===== src/rtl/fetch_unit.sv =====
// Instruction-fetch stage: owns the PC, issues icache reads and drives the IF side of IF/ID.
// A redirect that arrives during an icache miss is parked in r_pend_addr until the miss returns.
//
//  state      | meaning
//  -----------+---------------------------------------------------------------
//  ST_RUN     | normal fetch; PC advances on ihit
//  ST_PEND    | redirect taken during a miss; wrong-path data dropped until ihit
//  ST_HALTED  | halt retired; no fetch until nRST
module fetch_unit #(
  parameter int                WORD_W  = 32,
  parameter logic [WORD_W-1:0] PC_INIT = '0
) (
  input  logic              CLK,
  input  logic              nRST,
  input  logic              i_ihit,
  input  logic [WORD_W-1:0] i_iload,
  output logic              o_iREN,
  output logic [WORD_W-1:0] o_iaddr,
  input  logic              i_stall,
  input  logic              i_redirect_valid,
  input  logic [WORD_W-1:0] i_redirect_addr,
  input  logic              i_halt,
  output logic [WORD_W-1:0] o_ifinstr,
  output logic [WORD_W-1:0] o_ifJALjump_addr,
  output logic              o_ifW,
  output logic              o_ifRST
);

  localparam logic [1:0] ST_RUN    = 2'd0;
  localparam logic [1:0] ST_PEND   = 2'd1;
  localparam logic [1:0] ST_HALTED = 2'd2;

  logic [1:0]        r_state;
  logic [WORD_W-1:0] r_pc;
  logic [WORD_W-1:0] r_pend_addr;

  logic [1:0]        w_next_state;
  logic [WORD_W-1:0] w_next_pc;
  logic [WORD_W-1:0] w_next_pend;
  logic [WORD_W-1:0] w_redir_addr;
  logic [WORD_W-1:0] w_pc_plus4;
  logic              w_iren;
  logic              w_ifw;
  logic              w_ifrst;

  assign w_redir_addr = {i_redirect_addr[WORD_W-1:2], 2'b00};
  assign w_pc_plus4   = r_pc + WORD_W'(4);

  always_comb begin
    w_next_state = r_state;
    w_next_pc    = r_pc;
    w_next_pend  = r_pend_addr;
    w_iren       = 1'b0;
    w_ifw        = 1'b0;
    w_ifrst      = 1'b0;
    case (r_state)
      ST_RUN: begin
        w_iren = 1'b1;
        if (i_halt) begin
          w_ifw        = 1'b1;
          w_ifrst      = 1'b1;
          w_next_state = ST_HALTED;
        end else if (i_redirect_valid) begin
          w_ifw   = 1'b1;
          w_ifrst = 1'b1;
          // A miss cannot be abandoned, so the target waits in r_pend_addr.
          if (i_ihit) begin
            w_next_pc = w_redir_addr;
          end else begin
            w_next_pend  = w_redir_addr;
            w_next_state = ST_PEND;
          end
        end else if (i_stall) begin
          w_ifw = 1'b0;
        end else if (i_ihit) begin
          w_ifw     = 1'b1;
          w_next_pc = w_pc_plus4;
        end else begin
          w_ifw   = 1'b1;
          w_ifrst = 1'b1;
        end
      end
      ST_PEND: begin
        w_iren = 1'b1;
        if (i_halt) begin
          w_ifw        = 1'b1;
          w_ifrst      = 1'b1;
          w_next_state = ST_HALTED;
        end else begin
          if (i_redirect_valid) begin
            w_next_pend = w_redir_addr;
            w_ifw       = 1'b1;
            w_ifrst     = 1'b1;
          end else if (!i_stall) begin
            w_ifw   = 1'b1;
            w_ifrst = 1'b1;
          end
          if (i_ihit) begin
            w_next_pc    = i_redirect_valid ? w_redir_addr : r_pend_addr;
            w_next_state = ST_RUN;
          end
        end
      end
      ST_HALTED: begin
        w_iren = 1'b0;
      end
      default: begin
        w_next_state = ST_RUN;
      end
    endcase
  end

  always_ff @(posedge CLK or negedge nRST) begin
    if (!nRST) begin
      r_state     <= ST_RUN;
      r_pc        <= PC_INIT;
      r_pend_addr <= '0;
    end else begin
      r_state     <= w_next_state;
      r_pc        <= w_next_pc;
      r_pend_addr <= w_next_pend;
    end
  end

  // Strobes are gated by nRST so nothing is requested or written while reset is held.
  assign o_iREN           = nRST & w_iren;
  assign o_ifW            = nRST & w_ifw;
  assign o_ifRST          = nRST & w_ifrst;
  assign o_iaddr          = r_pc;
  assign o_ifinstr        = i_iload;
  assign o_ifJALjump_addr = w_pc_plus4;

endmodule


===== config.mk =====
export PLATFORM = sky130hd
export DESIGN_NAME = fetch_unit
export DESIGN_NICKNAME = d
export VERILOG_FILES = /design/src/rtl/fetch_unit.sv
export SDC_FILE = /design/constraint.sdc
export NUM_CORES = 1
export LEC_CHECK = 0
export CAP_MARGIN = 10
export CORE_MARGIN = 10
export CORE_UTILIZATION = 48
export DETAILED_ROUTE_END_ITERATION = 6
export HOLD_SLACK_MARGIN = 0.1
export PLACE_DENSITY_LB_ADDON = 0.12
export SKIP_LAST_GASP = 1
export SLEW_MARGIN = 20
export SYNTH_ARGS = -nofsm -noshare
export SYNTH_HDL_FRONTEND = slang
export SYNTH_SLANG_ARGS = --single-unit
export TNS_END_PERCENT = 10

===== constraint.sdc =====
create_clock -name CLK -period 3.05 [get_ports CLK]
set_input_delay 0.305 -clock CLK [delete_from_list [all_inputs] [get_ports CLK]]
set_output_delay 0.305 -clock CLK [all_outputs]
set_load 0.005 [all_outputs]

==> impl.org, run 1 <==
** Run status
- Status :: complete, but fails checks
- Violated checks :: DRC

** Yosys
- Primary FF master, synth :: sky130_fd_sc_hd__dfrtp_1
- Nets in the synthesized netlist :: between 500 and 600
- Summing every instance area after synthesis gives 0.00435 sq mm.
- Number of distinct library cells after synthesis :: 57
- In the synthesized netlist, the number of instances is between 400 and 500.
- Yosys printed 0 warnings.
- Register bit count reported by yosys :: 66
- Average cell area after synthesis :: roughly 9.5 sq um
- Summing the sequential cell areas from Yosys gives around 38% of the chip area.
- In this run, synthesis inferred 0 flip-flops with an integrated enable.
- In the synthesized netlist the async set-or-reset flop fraction comes to 100%.

** Placement
- Detailed-placement wirelength estimate :: 9290 um
- Number of placed instances with taps included :: roughly 620
- Prior to clock tree synthesis, the placed netlist has a worst setup slack of 0.331 ns.
- Port Buffer Count :: roughly 100
- Once placement finished, the instance area stood at between 0.005 and 0.006 sq mm.
- The congestion estimate from routability-driven global placement came to ~0.83.

** Detailed routing
- The first routing iteration left approximately 290 violations.
- Vias/cell :: between 6 and 7
- Total wirelength of the detailed-routed design :: roughly 13000 um
- Average wire per standard cell :: about 21 um
- Remaining routing DRC violations :: 9
- The routed layout has between 3000 and 4000 vias.
- ANT nets after route :: 0
- DR pass1 iterations :: 7

** Floorplan
- Placeable core region :: approximately 0.0088 sq mm
- Initial cell density of the core :: between 40% and 50%
- Die span in x :: ~120 um
- The floorplan has 34 rows.
- I/O pin cnt :: 169
- Die Area :: 0.0133 sq mm
- The die is 115 um tall.

** Timing
- Hold slack :: approximately 0.49 ns
- Post-route setup slack :: 0.0573 ns
- Final Max Slew Viols :: 0
- Unrepaired setup endpoints after global routing :: true
- Across the routed clock network, the largest skew measured is 0.00646 ns.
- Setup violations remaining at the end of the flow were counted as 0.
- Measured against its own limit, the worst slew margin works out to 60.2%.
- Tightest Pin Transition :: ~0.60 ns
- Counting I/O delays and the setup requirement, the final critical path takes 2.99 ns.
- Portion of the clock cycle consumed by the worst path in the final layout :: a little over nine tenths
- Sum Neg Setup Slack :: 0 ns
- Count of final hold-check violations :: 0
- Highest attainable clock frequency :: roughly 0.33 GHz

** Pwr
- IR analysis of the VDD net gives a maximum drop of ~0.19 mV.
- Share of power burned in registers :: a little under half
- Clock share of power :: 37.6%
- Switching power of the nets :: roughly 570 uW
- Net switching is about a quarter of the power.
- The internal portion of the total power is roughly 1700 uW.
- In this run the static leakage power is roughly 0.0022 uW.
- Logic pwr share :: around 17%
- Dividing total power by cell area gives a power density of around 410 mW/mm^2.

** Clocking
- Clock slew seen by the registers of the worst setup and hold paths :: 0.07 ns
- CTS tree :: done
- Root Driver :: sky130_fd_sc_hd__clkbuf_8
- Number of buffers created by CTS :: 9
- Clock Latency Late Sink :: 0.35 ns
- The H-tree was split into 3 levels.
- The clock passes through at most 2 buffers.
- # clock sinks :: 66

** Final layout
- For this run, the post-layout net count is 592.
- Diode count :: 0
- Compared with the post-synthesis result, the final layout area differs by 26.5%.
- Summing all multi-input logic gate instances after layout gives roughly 0.0022 sq mm.
- Filler cell count :: 739
- The post-route netlist has 15.6% of its cells at a drive strength greater than 1.
- Leading cell types in the layout, fill and taps excluded :: 101 x sky130_fd_sc_hd__clkdlybuf4s50_1, 64 x sky130_fd_sc_hd__dfrtp_1, 31 x sky130_fd_sc_hd__mux2_2
- The finished cells cover between 0.005 and 0.006 sq mm.
- Summing all flip-flop and latch instances after layout gives 0.00165 sq mm.
- Leaving out fill and tap cells, the most frequent cell in the layout is sky130_fd_sc_hd__clkdlybuf4s50_1.
- The count of cells in the finished layout, fillers not included, comes to between 600 and 700.

** Critical path
- Top cell by count, worst path :: sky130_fd_sc_hd__or3_4
- Reg-to-reg critical path endpoint :: o_iaddr[17]
- Launching element type of the critical path :: register
- FF-to-FF setup slack :: 0.94 ns
- Data required time of the critical path :: around 2.7 ns
- Kind of critical path :: reg -> out
- Counting cells, the worst reg-to-reg path comes to 4.
- Max stage delay cell, worst path :: sky130_fd_sc_hd__dfrtp_1
- Critical path cell sequence :: nand4_4 > or3_4 > or3_4 > xnor2_1 > clkdlybuf4s50_1
- Crit path max fanout :: 10
- The worst register-to-register path begins at o_iaddr[7].
- Arrival time at the worst endpoint :: about 2.7 ns
- For this run, the slowest stage of the critical path takes approximately 0.52 ns.
- Kind of capture point of the worst setup path :: primary output

** Hold path
- The worst hold path begins at r_pend_addr[1].
- Counting instances, the worst hold path has a depth of 1.
- In this run the worst hold path is classified as reg -> reg.
- WHS Endpoint :: r_pend_addr[1]

** GRT
- Global routing met3 resource utilization :: 6.67%
- The first global-routing pass estimated 21500 um of wire.
- Layer with the highest usage :: met2
- The number of antenna violations at the first check in global routing is 0.
- In the global route stage, met2 resource usage came out at between 30% and 40%.
- Global-route congestion overflow total :: 0
- Met1 routing resource usage after global routing :: approximately a quarter
- Number of global-route vias before repair :: a little over 4000
- Global routing used 19.9% of the available tracks across all layers.
- Entering global routing, the biggest net connects 44 pins.

** Flow run
- Maxcap violations :: 0
timing repair:
action | CTS | global route
setup buffers | 0 | 1
hold endpoints to repair | 23 | 0
setup endpoints to repair | 1 | 11
resized for setup | 1 | 6
hold buffers | 1 | 0
pin swaps | 0 | 2
final cells by class:
type,count,share of cell area (%)
Tap cell,108,2.46
Timing Repair Buffer,124,21.5
Sequential cell,66,30.1
Clock buffer,13,2.89
Inverter,16,1.09
Multi-Input combinational cell,304,40.9
Clock inverter,2,1.09
per-stage QoR:
stage	utilization, %	power [uW]
floorplan	-	1210
global placement	59.8	1400
detailed placement	59.8	1410
CTS	62.5	2250
global route	62.8	2340
finish	62.8	2240
cell usage after synthesis, drive strengths merged (4+ instances only):
cell / n / area [sq um]
o2bb2ai: 5 / 43.8
mux2: 31 / 349
nor3: 15 / 80.1
nand3: 15 / 75.1
o311ai: 7 / 61.3
o31a: 5 / 43.8
a211o: 5 / 43.8
nand4: 21 / 153
or3: 11 / 73.8
clkbuf: 21 / 80.1
o21ai: 11 / 55.1
dfrtp: 66 / 1650
a21oi: 16 / 80.1
and3: 4 / 25.0
xnor2: 21 / 184
nor2: 9 / 33.8
a22oi: 6 / 45.0
and4: 4 / 35.0
xor2: 7 / 61.3
a22o: 15 / 131
mux2i: 8 / 80.1
o211ai: 10 / 75.1
buf: 50 / 333
nor4: 7 / 43.8
inv: 16 / 60.1
nand2: 26 / 97.6
o22ai: 4 / 25.0
and2: 5 / 31.3
power by group through the flow:
stage / clock network, uW / registers [uW] / logic, uW
final: 843 / 1010 / 383
after global routing: 891 / 1020 / 421
after CTS: 850 / 1010 / 386
after detailed placement: 0 / 1030 / 382
after global placement: 0 / 1020 / 379
after floorplan: 0 / 999 / 210
metal layers:
layer | vias up | wire length [um]
met3 | 42 | 1300
met2 | 209 | 6070
met1 | 1888 | 5590
met4 | 0 | 233
li1 | 1803 | -
met5 | - | 0
sequential cells by signal, summed over array words and instances (netlist names):
register / cells
r_pend_addr: 32
o_iaddr: 32
r_state: 2
cells by family (layout without fill, tap and decap cells):
| group | Yosys count | count (layout) | share of synthesized area (%) |
|---|---|---|---|
| AOI/OAI and AO/OA | 105 | 105 | 18.0 |
| xor gates and xnor gates | 28 | 28 | 5.64 |
| adders and majority gates | 1 | 1 | 0.288 |
| buffers and inverters | 87 | 155 | 10.9 |
| DFF | 66 | 66 | 38.0 |
| muxes | 39 | 39 | 9.87 |
| and+or+nand+nor | 131 | 131 | 17.3 |
how the worst max path moves through the flow:
stage                           start  slack [ns]                    to
final                     o_iaddr[11]        0.06  o_ifJALjump_addr[21]
after global routing       o_iaddr[4]       -0.05  o_ifJALjump_addr[25]
after CTS                  o_iaddr[7]        0.02  o_ifJALjump_addr[28]
after detailed placement  o_iaddr[18]        0.33  o_ifJALjump_addr[21]
after global placement    o_iaddr[18]        0.40  o_ifJALjump_addr[21]
after floorplan            o_iaddr[2]        0.94  o_ifJALjump_addr[20]
critical path, delay by kind of cell, from the launching register on:
family	cells	cell delay, ns
simple gates	3	1.14
buf+inv	1	0.52
xor+xnor	1	0.15
flops	1	0.52
Power figures use the tool's default switching activity.
==> run 2, diff against run 1 <==
--- a/config.mk
+++ b/config.mk
@@ -8,6 +8,7 @@
 export CAP_MARGIN = 10
 export CORE_MARGIN = 10
 export CORE_UTILIZATION = 48
+export CTS_CLUSTER_SIZE = 28
 export DETAILED_ROUTE_END_ITERATION = 6
 export HOLD_SLACK_MARGIN = 0.1
 export PLACE_DENSITY_LB_ADDON = 0.12
==> results of run 2 <==
The final DEF is identical to that of run 1; final timing and power are the same.
==> run 3, diff against run 2 <==
--- a/config.mk
+++ b/config.mk
@@ -6,9 +6,10 @@
 export NUM_CORES = 1
 export LEC_CHECK = 0
 export CAP_MARGIN = 10
-export CORE_MARGIN = 10
+export CORE_ASPECT_RATIO = 0.8
+export CORE_MARGIN = 2
 export CORE_UTILIZATION = 48
-export CTS_CLUSTER_SIZE = 28
+export CTS_CLUSTER_SIZE = 8
 export DETAILED_ROUTE_END_ITERATION = 6
 export HOLD_SLACK_MARGIN = 0.1
 export PLACE_DENSITY_LB_ADDON = 0.12
==> impl.org, run 3 (synthesized netlist as in run 1, its figures left out) <==
** Detailed routing
- Across all layers, the routed design uses between 3000 and 4000 vias.
- In this run, the number of DRC markers left after iteration 0 of detailed routing was roughly 280.
- ANT nets after route :: 0
- The pre-antenna-repair detailed-routing pass consisted of 6 iterations.
- After detailed routing, the average wire length per cell comes to around 19 um.
- Vias/cell :: between 6 and 7
- In the routed design, unresolved DRC markers number 0.
- Total wirelength of the detailed-routed design :: roughly 12000 um

** Final layout
- Diode count :: 0
- The library cell used most frequently in the layout, excluding fill and tap cells, is sky130_fd_sc_hd__clkdlybuf4s50_1.
- The filler cells instantiated in the layout total about 780.
- Of the cells placed in the final design, the portion with a size suffix greater than 1 is 15.3%.
- After the last flow step, the layout net total stands at 595.
- Leading cell types in the layout, fill and taps excluded :: 101 x sky130_fd_sc_hd__clkdlybuf4s50_1, 66 x sky130_fd_sc_hd__dfrtp_1, 31 x sky130_fd_sc_hd__mux2_2
- Footprint of the flip-flops and latches :: 0.00165 sq mm
- Synth-to-layout area growth :: 28.8%
- With fillers left out, the area of the finished cells amounts to 0.00560 sq mm.
- In the final layout, the multi-input gates occupy 0.00224 sq mm.
- Non-filler instance count after layout :: about 640

** Critical path
- The setup check on the worst reg-to-reg path leaves a slack of ~0.98 ns.
- Counting cells, the worst reg-to-reg path comes to 5.
- For the worst setup path, the data arrival time is roughly 2.7 ns.
- Kind of capture point of the worst setup path :: primary output
- Critical R2R Launch :: o_iaddr[2]
- Launching element type of the critical path :: register
- In this run the worst path has a maximum fanout of 10.
- STA puts the critical path data required time at ~2.7 ns.
- Tracing the worst setup path back leads to its startpoint at o_iaddr[11].
- Kind of critical path :: reg -> out

** Clocking
- Counting along the longest clock path gives a buffer depth of 2.
- Number of buffers created by CTS :: 9
- CTS saw 66 sinks.
- The cell sitting at the root of the clock tree is a sky130_fd_sc_hd__clkbuf_16.
- Clock slew seen by the registers of the worst setup and hold paths :: 0.05 ns
- TritonCTS built the clock tree.
- The number of hold buffers added after CTS was 0.
- H-tree lvl count :: 3
- The clock reaches the later pin of the worst-skew pair after 0.32 ns.

** Placement
- Before CTS, the worst setup slack after placement is roughly 0.38 ns.
- The wire-length estimate of the detail-placed layout is 8560 um.
- Summing all placed instances gives a cell area of ~0.0053 sq mm.
- The number of placed instances, taps included, is roughly 630.
- At the end of routability-driven placement, the weighted congestion stood at slightly below 0.9.
- In this run the tool buffered the top-level ports with just over 100 buffer cells.

** GRT
- Global-route congestion overflow total :: 0
- Entering global routing, the biggest net connects between 60 and 70 pins.
- The first global-routing pass estimated between 15000 and 20000 um of wire.
- Number of antenna violations at the first check in global routing :: 0
- Number of global-route vias before repair :: approximately 3700
- Total routing usage reported by global routing :: 25.6%

** Run status
- Status :: finished, final reports clean

** Timing
- Number of setup violations in the final report :: 0
- Max_slew headroom :: 43.4%
- Sum Neg Setup Slack :: 0 ns
- Tightest Pin Transition :: around 0.85 ns
- Portion of the clock cycle consumed by the worst path in the final layout :: just under 100%
- Hold timing on the final database bottoms out at a slack of 0.202 ns.
- Setup repair after global routing could not meet its margin everywhere.
- After layout, the minimum clock period comes to around 3.0 ns.
- Final Max Slew Viols :: 0
- Count of final hold-check violations :: 0
- Across all setup checks in the final design, the least slack found is approximately 0.027 ns.
- Highest attainable clock frequency :: 0.331 GHz
- Clock skew on the completed layout was measured at roughly 0.0057 ns.

** Floorplan
- From bottom edge to top edge, the die measures around 89 um.
- Initial cell density of the core :: about 49%
- Pin placement for this block handled ~170 I/O pins.
- Die span in x :: 110 um
- Placeable core region :: 0.00892 sq mm
- Total number of placement rows :: 31
- Die Area :: 0.00984 sq mm

** Pwr
- Static Leak :: 0.00224 uW
- VDD IR-drop max :: around 0.27 mV
- For this design the ratio of total power to cell area is ~430 mW/mm^2.

** Flow run
- Maxcap violations :: 0

** Hold path
- The worst hold path belongs to the class in -> async.
## run 3: changes by cell type in the layout (fill, tap and decap cells not counted), moves of 2 or more
cell,change
sky130_fd_sc_hd__buf_4,+3
sky130_fd_sc_hd__clkinv_2,+2
sky130_fd_sc_hd__clkbuf_8,-10
sky130_fd_sc_hd__dfrtp_2,-2
sky130_fd_sc_hd__dfrtp_1,+2
sky130_fd_sc_hd__clkbuf_16,+9
## run 3: critical path, cell delays in order (launching register included)
cell,delay [ns]
sky130_fd_sc_hd__dfrtp_1,0.51
sky130_fd_sc_hd__nand4_4,0.22
sky130_fd_sc_hd__or3_1,0.55
sky130_fd_sc_hd__or3_4,0.45
sky130_fd_sc_hd__xnor2_1,0.14
sky130_fd_sc_hd__clkdlybuf4s50_1,0.51
## run 3: path summary, 6_finish.rpt
| path | end |
|---|---|
| max | o_ifJALjump_addr[21] |
| min | r_state[1] |
| max reg2reg | o_iaddr[14] |
| min reg2reg | r_pend_addr[1] |
| max in group asynchronous | o_iaddr[3] |
| min in group CLK | r_pend_addr[1] |
## run 3: through the flow
step,utilization [%],power [uW]
2_1_floorplan,-,1210
3_3_place_gp,59.2,1390
3_5_place_dp,59.2,1400
4_1_cts,62.4,2410
5_1_grt,62.7,2500
6_report,62.7,2390
## run 3: layout make-up
class                   instances  area share [%]
well taps                     115            2.57
multi-input cells             304            40.0
clock inverters                 3           0.715
repair buffers                127            21.7
inverters                      16            1.07
flip-flops and latches         66            29.5
clock buffers                  12            4.40
## run 3: timing repair
action | 4_1_cts | 5_1_grt
setup buffers | 0 | 2
gates resized for setup | 0 | 2
setup endpoints to repair | 0 | 11
## run 3: routing by layer
metal	vias to the layer above	track usage (%)	part of all wire, %
met2	177	40.0	45
met4	0	6.14	1.2
met3	32	6.63	7.6
met1	1920	36.0	46
li1	1804	-	-
met5	-	0	0
## run 3: report_power, final
group,internal [uW],leakage [uW],switching [uW]
Combinational,228,0.00130,148
Clock,647,0.000142,355
Sequential,939,0.000800,73.6
Total,1820,0.00224,576
